**config.mk**
```make
export PLATFORM = sky130hd
export DESIGN_NAME = track_judge
export DESIGN_NICKNAME = d
export VERILOG_FILES = /design/src/rtl/track_judge.sv
export SDC_FILE = /design/constraint.sdc
export NUM_CORES = 1
export LEC_CHECK = 0
export ABC_CLOCK_PERIOD_IN_PS = 2800
export CAP_MARGIN = 20
export CORE_ASPECT_RATIO = 1.25
export CORE_UTILIZATION = 40
export CTS_CLUSTER_DIAMETER = 30
export DETAILED_ROUTE_END_ITERATION = 10
export SLEW_MARGIN = 10
export SYNTH_ARGS = -nofsm -noshare
export SYNTH_HDL_FRONTEND = slang
export SYNTH_SLANG_ARGS = --single-unit
```
**constraint.sdc**
```tcl
create_clock -name clk -period 2.8 [get_ports clk]
set_input_delay 0.56 -clock clk [delete_from_list [all_inputs] [get_ports clk]]
set_output_delay 0.56 -clock clk [all_outputs]
set_load 0.01 [all_outputs]
```
**src/rtl/track_judge.sv**
```systemverilog
// Chicken-race referee: a player reveals cards and the chicken advances one
// tile around a fixed 16-tile track whenever the card matches the picture on
// the next tile. The game ends after LAPS completed laps.
module track_judge #(
  parameter int LAPS = 2
) (
  input  logic       clk,
  input  logic       rst,
  input  logic       start,
  input  logic       pick_valid,
  input  logic [3:0] pick_card,
  output logic       ready,
  output logic       result_valid,
  output logic       go,
  output logic       win,
  output logic [3:0] pos,
  output logic [1:0] lap
);

  typedef enum logic [2:0] {
    IDLE,
    WAIT_PICK,
    FETCH,
    JUDGE,
    DONE
  } state_t;

  localparam logic [1:0] LapsTarget = 2'(LAPS);

  state_t     state_q, state_d;
  logic [3:0] pos_q, pos_d;
  logic [1:0] lap_q, lap_d;
  logic       go_q, go_d;
  logic       win_q, win_d;
  logic       result_valid_q, result_valid_d;
  logic [3:0] card_q, card_d;
  logic [3:0] pic_q, pic_d;

  logic [3:0] target;
  logic [1:0] lap_inc;
  logic       match;

  // Track picture ROM: tile i shows picture (5*i) mod 12.
  function automatic logic [3:0] tile_picture(input logic [3:0] idx);
    logic [3:0] pic;
    case (idx)
      4'd0:    pic = 4'd0;
      4'd1:    pic = 4'd5;
      4'd2:    pic = 4'd10;
      4'd3:    pic = 4'd3;
      4'd4:    pic = 4'd8;
      4'd5:    pic = 4'd1;
      4'd6:    pic = 4'd6;
      4'd7:    pic = 4'd11;
      4'd8:    pic = 4'd4;
      4'd9:    pic = 4'd9;
      4'd10:   pic = 4'd2;
      4'd11:   pic = 4'd7;
      4'd12:   pic = 4'd0;
      4'd13:   pic = 4'd5;
      4'd14:   pic = 4'd10;
      default: pic = 4'd3;
    endcase
    return pic;
  endfunction

  // Next-state logic: start restarts from any state, otherwise step the pick pipeline.
  always_comb begin
    state_d        = state_q;
    pos_d          = pos_q;
    lap_d          = lap_q;
    go_d           = go_q;
    win_d          = win_q;
    result_valid_d = 1'b0;
    card_d         = card_q;
    pic_d          = pic_q;

    target  = pos_q + 4'd1;
    lap_inc = lap_q + 2'd1;
    match   = (card_q == pic_q) && (card_q <= 4'd11);

    if (start) begin
      state_d = WAIT_PICK;
      pos_d   = 4'd0;
      lap_d   = 2'd0;
      go_d    = 1'b0;
      win_d   = 1'b0;
    end else begin
      case (state_q)
        WAIT_PICK: begin
          if (pick_valid) begin
            card_d  = pick_card;
            state_d = FETCH;
          end
        end
        FETCH: begin
          pic_d   = tile_picture(target);
          state_d = JUDGE;
        end
        JUDGE: begin
          result_valid_d = 1'b1;
          go_d           = match;
          state_d        = WAIT_PICK;
          if (match) begin
            pos_d = target;
            if (pos_q == 4'd15) begin
              lap_d = lap_inc;
              if (lap_inc == LapsTarget) begin
                win_d   = 1'b1;
                state_d = DONE;
              end
            end
          end
        end
        default: begin
          state_d = state_q;
        end
      endcase
    end
  end

  // State and datapath registers with synchronous reset to an idle, cleared game.
  always_ff @(posedge clk) begin
    if (rst) begin
      state_q        <= IDLE;
      pos_q          <= 4'd0;
      lap_q          <= 2'd0;
      go_q           <= 1'b0;
      win_q          <= 1'b0;
      result_valid_q <= 1'b0;
      card_q         <= 4'd0;
      pic_q          <= 4'd0;
    end else begin
      state_q        <= state_d;
      pos_q          <= pos_d;
      lap_q          <= lap_d;
      go_q           <= go_d;
      win_q          <= win_d;
      result_valid_q <= result_valid_d;
      card_q         <= card_d;
      pic_q          <= pic_d;
    end
  end

  assign ready        = (state_q == WAIT_PICK);
  assign result_valid = result_valid_q;
  assign go           = go_q;
  assign win          = win_q;
  assign pos          = pos_q;
  assign lap          = lap_q;

endmodule

```
==> metrics, run 1 <==
Fin Setup TNS=0 ns; first-pass GRT wire length=around 3300 um; CTS tree=done; Reg area=approximately 400 um2; most common cell after layout, fill and taps aside=dfxtp_1; final cell count without fillers=around 160; Post-Synth Simple-Gate Area=a little over a fifth; WL final=about 2000 um; WP depth=3; Net Sw Power=between 100 and 150 uW; largest family of logic cells by synthesized area=simple AND/OR/NAND/NOR gates; CTS Buf Count=3; Critical Path Source Type=flip-flop; total grt overflow=0; Min-Delay Path Depth=1; commonest non-fill, non-tap cells in the layout=dfxtp_1 (20), clkdlybuf4s50_1 (17), nor2_1 (14); detailed-route DRC error count=0; slew margin rel.=about 66%; hold buffers post-CTS=0; clock share of power=between 20 and 30%; Cells after DPL=154; Combinational Power Share=a little under a tenth; largest net degree at the start of global routing=14; syn_nets=121; post-synthesis register bit count=20; Hold Path Class=flip-flop to flip-flop; area occupied by multi-input gates=between 600 and 700 um2; worst hold slack=0.4821 ns; Die Span Y=59.41 um; 1st-iter DRT viols=16; Setup Skew=about 0.002 ns; Yosys warning count=0; Final Setup Violations=0; CP max FO=5; Power Density=376.6 nW/um2; Fill cells=233; Mapped Cells=~110; Adder-Cell Fraction of Synth Area=4.745%; Hold Fails Final Rpt=0; die width=around 48 um; Core ar.=2477 um2; Post-Synth XOR/XNOR Area=between 6 and 7%; mux share of post-synthesis cell area=approximately an eighth; share of cells above drive strength 1=between 10% and 20%; Switching Share=a little under a quarter; final RePlAce weighted congestion=between 0.6 and 0.7; Ant. Diodes=0; Root Buffer=clkbuf_4; Crit Path Category=flip-flop to output port; Syn-to-layout area delta=19.57%; measured slew at the worst slew-check pin=roughly 0.50 ns; starting density of the core=between 40 and 50%; synthesized area=1055 um2; Reg power frac=roughly three fifths; Syn Area/Cell=roughly 9.7 um2; CP endpoint kind=output port; Worst path slowest cell=clkdlybuf4s50_1; delay-heaviest family, CP=buffers and inverters; Max clock buf depth=2; Final ANT Viol Nets=0; vias per inst=roughly 5.2; post-CTS sizing=0; FP Rows=20; period utilisation layout=between 70% and 80%; Peak Freq=0.4867 GHz; r2r setup slk=1.00 ns; P_int=361.6 uW; critical path data required time=about 2.2 ns; register area share after synthesis=37.96%; Wirelength per Cell=roughly 13 um; IO Count=18; HPWL after detailed placement=approximately 1500 um; VDD IR-drop max=around 0.26 mV; post-route minimum period=approximately 2 ns; H-tree level count=1; worst skew pair latency=about 0.30 ns; Yosys cell types=36; Crit path largest cell delay=roughly 0.54 ns; nets=~140; Buffers & Inverters on Critical Path=1; vias in the first global route=782; max cap viols=0; Slew Limit Fails=0; Total Routing Usage GR=approximately 17%; Post-CTS Setup Inserts=0; Synth Area in Compound Gates=between 10% and 20%; status=finished clean; Pleak=about 0.00047 uW; vias=slightly above 800; number of detailed-route iterations in the first pass=4; worst path cell trace=nand2b_1 > nor2_1 > clkdlybuf4s50_1; Sink Count=20; worst r2r path cells=6; RSZ-0062 raised after global routing=false; IO buf count=17; clock slew at reported path FFs=approximately 0.11 ns; die area=approximately 2800 um2; initial antenna violation count=0; critical path data arrival time=roughly 1.5 ns
## logic make-up after synthesis
kind of cell	count (synthesis)
buffers and inverters	9
adder cells (fa/ha/maj)	4
multiplexers	13
AND/OR/NAND/NOR	38
flip-flops	20
XOR/XNOR	6
AO/OA/AOI/OAI	19
## synthesized netlist by cell type
cell type  count  share of area (%)
a211oi_1       2                1.4
a211oi_2       1                1.2
a21oi_1        6                2.8
a2bb2oi_1      1               0.83
buf_2          1               0.47
buf_6          1                1.1
clkbuf_1       3                1.1
dfxtp_1       20                 38
ha_1           4                4.7
inv_1          4                1.4
mux2_2         3                3.2
mux2i_1       10                9.5
nand2_1        2               0.71
nand2b_1       3                1.8
nand3_1        3                1.4
nand3b_2       1                1.1
nand4_1        1               0.59
nand4b_4       1                2.3
nor2_1        14                5.0
nor2b_1        1               0.59
nor3_1         2               0.95
nor3b_1        1               0.71
nor3b_2        1                1.2
o21a_1         2                1.4
o21ai_0        2               0.95
o21bai_1       1               0.71
o22a_1         1               0.83
o31ai_1        3                2.1
or2_2          1               0.59
or3_1          3                1.8
or3b_1         1               0.83
or4_1          2                1.4
or4b_1         1               0.95
xnor2_1        1               0.83
xnor2_2        2                3.1
xor2_1         3                2.5
## stage by stage
step / total power (uW) / area, um2 / util, % / setup slack, ns
2_1_floorplan: 325.5 / 1055 / - / 1.131
3_3_place_gp: 343.0 / 1239 / 50.00 / 0.6861
3_5_place_dp: 343.7 / 1239 / 50.00 / 0.6424
4_1_cts: 482.0 / 1261 / 50.91 / 0.7183
5_1_grt: 496.6 / 1261 / 50.91 / 0.6432
6_report: 474.9 / 1261 / 50.91 / 0.7453
## state kept, by name (all words and copies together) (netlist names)
signal,count
card_q,4
pic_q,4
pos,4
state_q,3
lap,2
go,1
result_valid,1
win,1
## worst reg2reg max path, cell delays in order (launching register included)
cell and delay, ns:
dfxtp_1 0.53, inv_1 0.08, ha_1 0.34, xor2_1 0.21, mux2i_1 0.09, mux2_2 0.28
a211oi_2 0.20
## layout make-up
type	count	share of cell area, %
Multi-Input combinational cell	80	48.51
Tap cell	33	3.274
Inverter	4	1.190
Clock buffer	3	1.786
Timing Repair Buffer	17	13.49
Sequential cell	20	31.75
## power groups by stage
stage,Sequential [uW],Clock (uW),Combinational [uW]
3_3_place_gp,300,0,43.4
6_report,293,138,43.6
5_1_grt,294,155,48.0
3_5_place_dp,300,0,44.1
2_1_floorplan,299,0,26.8
4_1_cts,293,144,44.4
## worst paths after layout
kind,start,end
worst max-delay path,state_q[2]$_SDFFE_PP0P_,ready
worst min-delay path,win$_SDFFE_PP0P_,win$_SDFFE_PP0P_
worst max register to register,pos[0]$_SDFFE_PP0P_,pic_q[3]$_SDFFE_PP0P_
worst min register to register,win$_SDFFE_PP0P_,win$_SDFFE_PP0P_
## routing by layer
layer	routed length [um]	vias to the layer above	global-route usage [%]
met1	910	375	19.77
met5	0	-	0
li1	-	420	-
met4	49	0	9.524
met3	57	5	3.049
met2	951	12	27.61
Power figures use the tool's default switching activity.
==> run 2, diff against run 1 <==
Settings changed: ABC_CLOCK_PERIOD_IN_PS 2800 to 1900.
Clock period 2.8 ns to 1.9 ns, I/O delays scaled along.
==> run 2 against run 1 <==
Via count grew 2.0%. Clock power grew 80%. Combinational power grew 56%. Sequential power grew 47%. Flip-flop and latch count is the same. Final cell count grew 3.8%. Non-clock buffer count grew 5. Register-to-register slack lost 0.78 ns. Power grew 58%. First-iteration DRC count shrank 44%. Sequential share of layout area shrank 1.2 points. Global-route usage shrank 0.16 points. Critical path type unchanged.
==> metrics, run 2 (synthesized netlist as in run 1, its figures left out) <==
commonest non-fill, non-tap cells in the layout=dfxtp_1 (19), clkdlybuf4s50_1 (16), nor2_1 (14); 1st-iter DRT viols=9 (-7); Core ar.=2477 um2 (unchanged); Hold Path Class=flip-flop to flip-flop; status=finished clean; Die Span Y=59.41 um (unchanged); measured slew at the worst slew-check pin=0.3798 ns (-0.1230 ns); critical path data arrival time=1.43 ns (-0.06 ns); most common cell after layout, fill and taps aside=dfxtp_1; worst hold slack=0.4872 ns (+0.005075 ns); RSZ-0062 raised after global routing=false; detailed-route DRC error count=0 (unchanged); worst skew pair latency=0.30 ns (about the same); critical path data required time=1.52 ns (-0.72 ns); placed cell area=1276 um2 (+3.0%); Slew Limit Fails=0 (unchanged); Fin Setup TNS=0 ns (unchanged); Worst path slowest cell=clkdlybuf4s50_1; WL final=1988 um (+0.91%); nets=143 (+3.6%); CP endpoint kind=output port; Pleak=0.0005181 uW (+9.6%); Final Util=53.13% (+2.2 points); total grt overflow=0 (unchanged); Ant. Diodes=0 (unchanged); delay-heaviest family, CP=buffers and inverters; first-pass GRT wire length=3387 um (+1.9%); HPWL after detailed placement=1524 um (+1.2%); CP max FO=5 (unchanged); Crit path largest cell delay=0.53 ns (about the same); FP Rows=20 (unchanged); Root Buffer=clkbuf_4; vias=828 (+2.0%); starting density of the core=42.58% (unchanged); CTS tree=done; vias per inst=5.080 (-1.8%); period utilisation layout=around 95%; Final ANT Viol Nets=0 (unchanged); Fill cells=244 (+4.7%); vias in the first global route=797 (+1.9%); final RePlAce weighted congestion=0.7014 (+0.50%); Final Setup Violations=0 (unchanged); design area=1316 um2 (+4.4%); die width=47.93 um (unchanged); Total Routing Usage GR=16.69% (-0.16 points); CTS Buf Count=3 (unchanged); Critical Path Source Type=flip-flop; share of cells above drive strength 1=15.38% (+4.9 points); largest net degree at the start of global routing=13 (-1); Peak Freq=between 0.5 and 0.6 GHz; IO Count=18 (unchanged); Hold Fails Final Rpt=0 (unchanged); Sink Count=20 (unchanged); slew margin rel.=74.68% (+8.3 points); VDD IR-drop max=0.5627 mV (+110%); initial antenna violation count=0 (unchanged); Cells after DPL=159 (+3.2%); H-tree level count=1 (unchanged); max cap viols=0 (unchanged); final cell count without fillers=163 (+3.8%); worst path cell trace=buf_4 > clkdlybuf4s50_1; Buffers & Inverters on Critical Path=2 (+1); number of detailed-route iterations in the first pass=4 (unchanged); Max clock buf depth=2 (unchanged); hold buffers post-CTS=0 (unchanged); Setup Skew=0.001466 ns (-0.0005546 ns); Power Density=569.4 nW/um2 (+51%); die area=2848 um2 (unchanged); post-route minimum period=around 1.8 ns; clock slew at reported path FFs=0.11 ns (about the same); Crit Path Category=flip-flop to output port; Syn-to-layout area delta=24.79%; Wirelength per Cell=12.20 um (-2.8%); IO buf count=17 (unchanged)
-- run 2: cell types whose count changed in the layout (fill, tap and decap cells not counted), sizes merged --
cell	previous run	this run
buf	0	5
dlymetal6s2s	0	1
clkdlybuf4s50	17	16
clkbuf	3	4
-- run 2: through the flow --
stage / power [uW] / setup WS [ns]
2_1_floorplan: 479.6 / 0.2308
3_3_place_gp: 509.0 / 0.1085
3_5_place_dp: 510.0 / 0.08121
4_1_cts: 754.4 / 0.003588
5_1_grt: 769.7 / 0.02960
6_report: 749.5 / 0.09426
-- run 2: power by group --
group / leakage [uW] / internal, uW / switching (uW)
clock network: 0.0000210 / 117 / 133
logic: 0.000335 / 36.5 / 31.5
registers: 0.000162 / 425 / 6.55
-- run 2: what timing repair did --
item	4_1_cts	5_1_grt
cloned	0	0
endpoints found under the setup margin	1	1
buffers inserted	0	0
resized for setup	1	1
-- run 2: layout make-up --
| class | instances | area (um2) | share of cell area, % |
|---|---|---|---|
| Multi-Input combinational cell | 80 | 611.8 | 46.48 |
| Sequential cell | 20 | 401.6 | 30.51 |
| Timing Repair Buffer | 22 | 210.2 | 15.97 |
| Tap cell | 33 | 41.29 | 3.137 |
| Clock buffer | 4 | 36.28 | 2.757 |
| Inverter | 4 | 15.01 | 1.141 |
-- run 2: worst register-to-register path, cell delays in order (launching register included) --
cell	delay [ns]
dfxtp_1	0.43
inv_1	0.07
ha_1	0.34
xor2_1	0.20
mux2i_1	0.10
mux2_2	0.27
a211oi_1	0.19
-- run 2: metal layers --
metal  wire, um  track usage (%)  vias to the layer above
met5          0                0                        -
met4         32            8.333                        0
met3         53            2.744                        4
met2       1009            28.76                       11
met1        893            18.90                      381
li1           -                -                      432
-- run 2: worst paths after layout --
check             depth (start not counted)                     to                 from  slack (ns)
hold / removal                            1       win$_SDFFE_PP0P_     win$_SDFFE_PP0P_        0.49
setup reg to reg                          6  pic_q[2]$_SDFFE_PP0P_  pos[0]$_SDFFE_PP0P_        0.22
hold reg to reg                           1       win$_SDFFE_PP0P_     win$_SDFFE_PP0P_        0.49
setup / recovery                          2                 pos[0]  pos[0]$_SDFFE_PP0P_        0.09
==> run 3, diff against run 2 <==
Settings changed: CORE_MARGIN set to 8, CTS_CLUSTER_SIZE set to 16.
==> run 3 against run 2 <==
Worst setup slack improved by 0.045 ns. Final cell count rose by 1.2%. Clock power fell by 2%. Die area rose by 60%. Highest routed layer unchanged. Register-to-register slack barely moved. Final area rose by 0.38%. Global-route usage fell by 6.5 points. Maximum frequency rose by 2.6%. Non-clock buffer count rose by 1.
==> metrics, run 3 (synthesized netlist as in run 1, its figures left out) <==
status=finished clean; detailed-route DRC error count=0 (unchanged); share of cells above drive strength 1=16.03% (+0.65 points); H-tree level count=1 (unchanged); Fin Setup TNS=0 ns (unchanged); total grt overflow=0 (unchanged); Top Usage Layer GRT=met2; first-pass GRT wire length=3601 um (+6.3%); post-route minimum period=1.760 ns (-0.04530 ns); Pleak=0.0005136 uW (-0.88%); vias per inst=5.061 (-0.38%); die area=4546 um2 (+60%); vias=835 (+0.85%); Final Setup Violations=0 (unchanged); clock slew at reported path FFs=0.11 ns (about the same); r2r endpoint=pic_q[3]$_SDFFE_PP0P_; Total Routing Usage GR=10.20% (-6.5 points); Sink Count=20 (unchanged); IO Count=18 (unchanged); HPWL after detailed placement=1653 um (+8.5%); Root Buffer=clkbuf_4; critical path data required time=1.52 ns (about the same); Fill cells=259 (+6.1%); Setup Skew=0.007005 ns (+0.005539 ns); Peak Freq=0.5680 GHz (+2.6%); period utilisation layout=92.65% (-2.4 points); slew margin rel.=75.08% (+0.40 points); CP endpoint kind=output port; most common cell after layout, fill and taps aside=dfxtp_1; CTS Buf Count=3 (unchanged); r2r setup slk=0.23 ns (about the same); Reg area=401.6 um2 (unchanged); Die Span Y=73.41 um (+24%); max cap viols=0 (unchanged); Final ANT Viol Nets=0 (unchanged); critical path data arrival time=1.38 ns (-0.05 ns); Core ar.=2601 um2 (+5.0%); Final Util=50.79% (-2.3 points); Max clock buf depth=2 (unchanged); FP Rows=21 (+5.0%); Crit Path Category=flip-flop to output port; worst skew pair latency=0.29 ns (about the same); VDD IR-drop max=0.4624 mV (-18%); CP max FO=6 (+1); measured slew at the worst slew-check pin=0.3709 ns (-0.008805 ns); WL final=2101 um (+5.7%); grt met2 use=17.53% (-11 points); Critical Path Source Type=flip-flop; worst r2r path cells=6 (unchanged); worst hold slack=0.4870 ns (-0.0001810 ns); final RePlAce weighted congestion=0.6799 (-3.1%); initial antenna violation count=0 (unchanged); Min-Delay Path Depth=1 (unchanged); Slew Limit Fails=0 (unchanged); die width=61.93 um (+29%); starting density of the core=40.55% (-2.0 points); Wirelength per Cell=12.73 um (+4.4%); met1 Usage GRT=11.32% (-7.6 points); Hold EP=win$_SDFFE_PP0P_; area occupied by multi-input gates=611.8 um2 (unchanged); Ant. Diodes=0 (unchanged); number of detailed-route iterations in the first pass=5 (+1); Post-CTS Setup Inserts=0 (unchanged); hold path startpoint=win$_SDFFE_PP0P_; IO buf count=17 (unchanged); 1st-iter DRT viols=25 (+16); met3 GRT Util=2.277% (-0.47 points); hold buffers post-CTS=0 (unchanged); commonest non-fill, non-tap cells in the layout=dfxtp_1 (19), clkdlybuf4s50_1 (16), nor2_1 (14); largest net degree at the start of global routing=13 (unchanged); vias in the first global route=824 (+3.4%); RSZ-0062 raised after global routing=false; nets=144 (+0.70%); CTS tree=done; Power Density=561.0 nW/um2 (-1.5%); Syn-to-layout area delta=25.27%; Hold Fails Final Rpt=0 (unchanged); Worst R2R Start=pos[0]$_SDFFE_PP0P_; Hold Path Class=flip-flop to flip-flop
==> run 3: cell count changes in the layout (fill, tap and decap cells not counted) <==
cell and change:
buf_4 +1, dlygate4sd2_1 +1, dlymetal6s2s_1 -1
==> run 3: timing repair <==
| action | 4_1_cts | 5_1_grt |
|---|---|---|
| endpoints found under the setup margin | 1 | 3 |
| gates resized for setup | 1 | 1 |
| hold endpoints to repair | 0 | 0 |
| gates cloned | 0 | 0 |
==> run 3: layout make-up <==
cell class | count | share of cell area [%]
inverters | 4 | 1.136
well taps | 34 | 3.220
multi-input cells | 80 | 46.31
flip-flops and latches | 20 | 30.40
repair buffers | 23 | 16.19
clock buffers | 4 | 2.746
==> run 3: worst max path at each step <==
stage          slack, ns                 from  cells past startpoint                endpoint
6_report            0.14  pos[0]$_SDFFE_PP0P_                      2                  pos[0]
5_1_grt             0.04  pos[1]$_SDFFE_PP0P_                      6   pic_q[2]$_SDFFE_PP0P_
3_3_place_gp        0.11                start                      4  card_q[2]$_SDFFE_PP0P_
2_1_floorplan       0.23  pos[0]$_SDFFE_PP0P_                      6   pic_q[3]$_SDFFE_PP0P_
3_5_place_dp        0.06           pick_valid                      4  card_q[2]$_SDFFE_PP0P_
4_1_cts             0.03  pos[0]$_SDFFE_PP0P_                      2                  pos[0]
==> run 3: power by group <==
group	internal [uW]	switching [uW]	total, uW	leakage (uW)
logic	35.6	30.9	66.6	0.000330
registers	425	6.66	432	0.000162
clock network	117	126	243	0.0000210
total	577	164	741	0.000514
==> run 3: worst max-delay path, stage by stage (launching register included) <==
cell             delay (ns)
dfxtp_2                0.41
buf_4                  0.15
clkdlybuf4s50_1        0.53
==> run 3: metal layers <==
| layer | vias to the layer above | wire length, um |
|---|---|---|
| li1 | 431 | - |
| met1 | 390 | 926 |
| met2 | 10 | 1090 |
| met3 | 4 | 57 |
| met4 | 0 | 26 |
| met5 | - | 0 |
==> run 3: through the flow <==
step | std cells | instance area (um2) | setup slack [ns] | power (uW)
5_1_grt | 165 | 1321 | 0.03560 | 777.6
4_1_cts | 165 | 1320 | 0.03209 | 755.8
3_5_place_dp | 161 | 1285 | 0.05825 | 509.5
6_report | 165 | 1321 | 0.1396 | 741.2
2_1_floorplan | 109 | 1055 | 0.2308 | 479.6
3_3_place_gp | 161 | 1285 | 0.1131 | 509.0
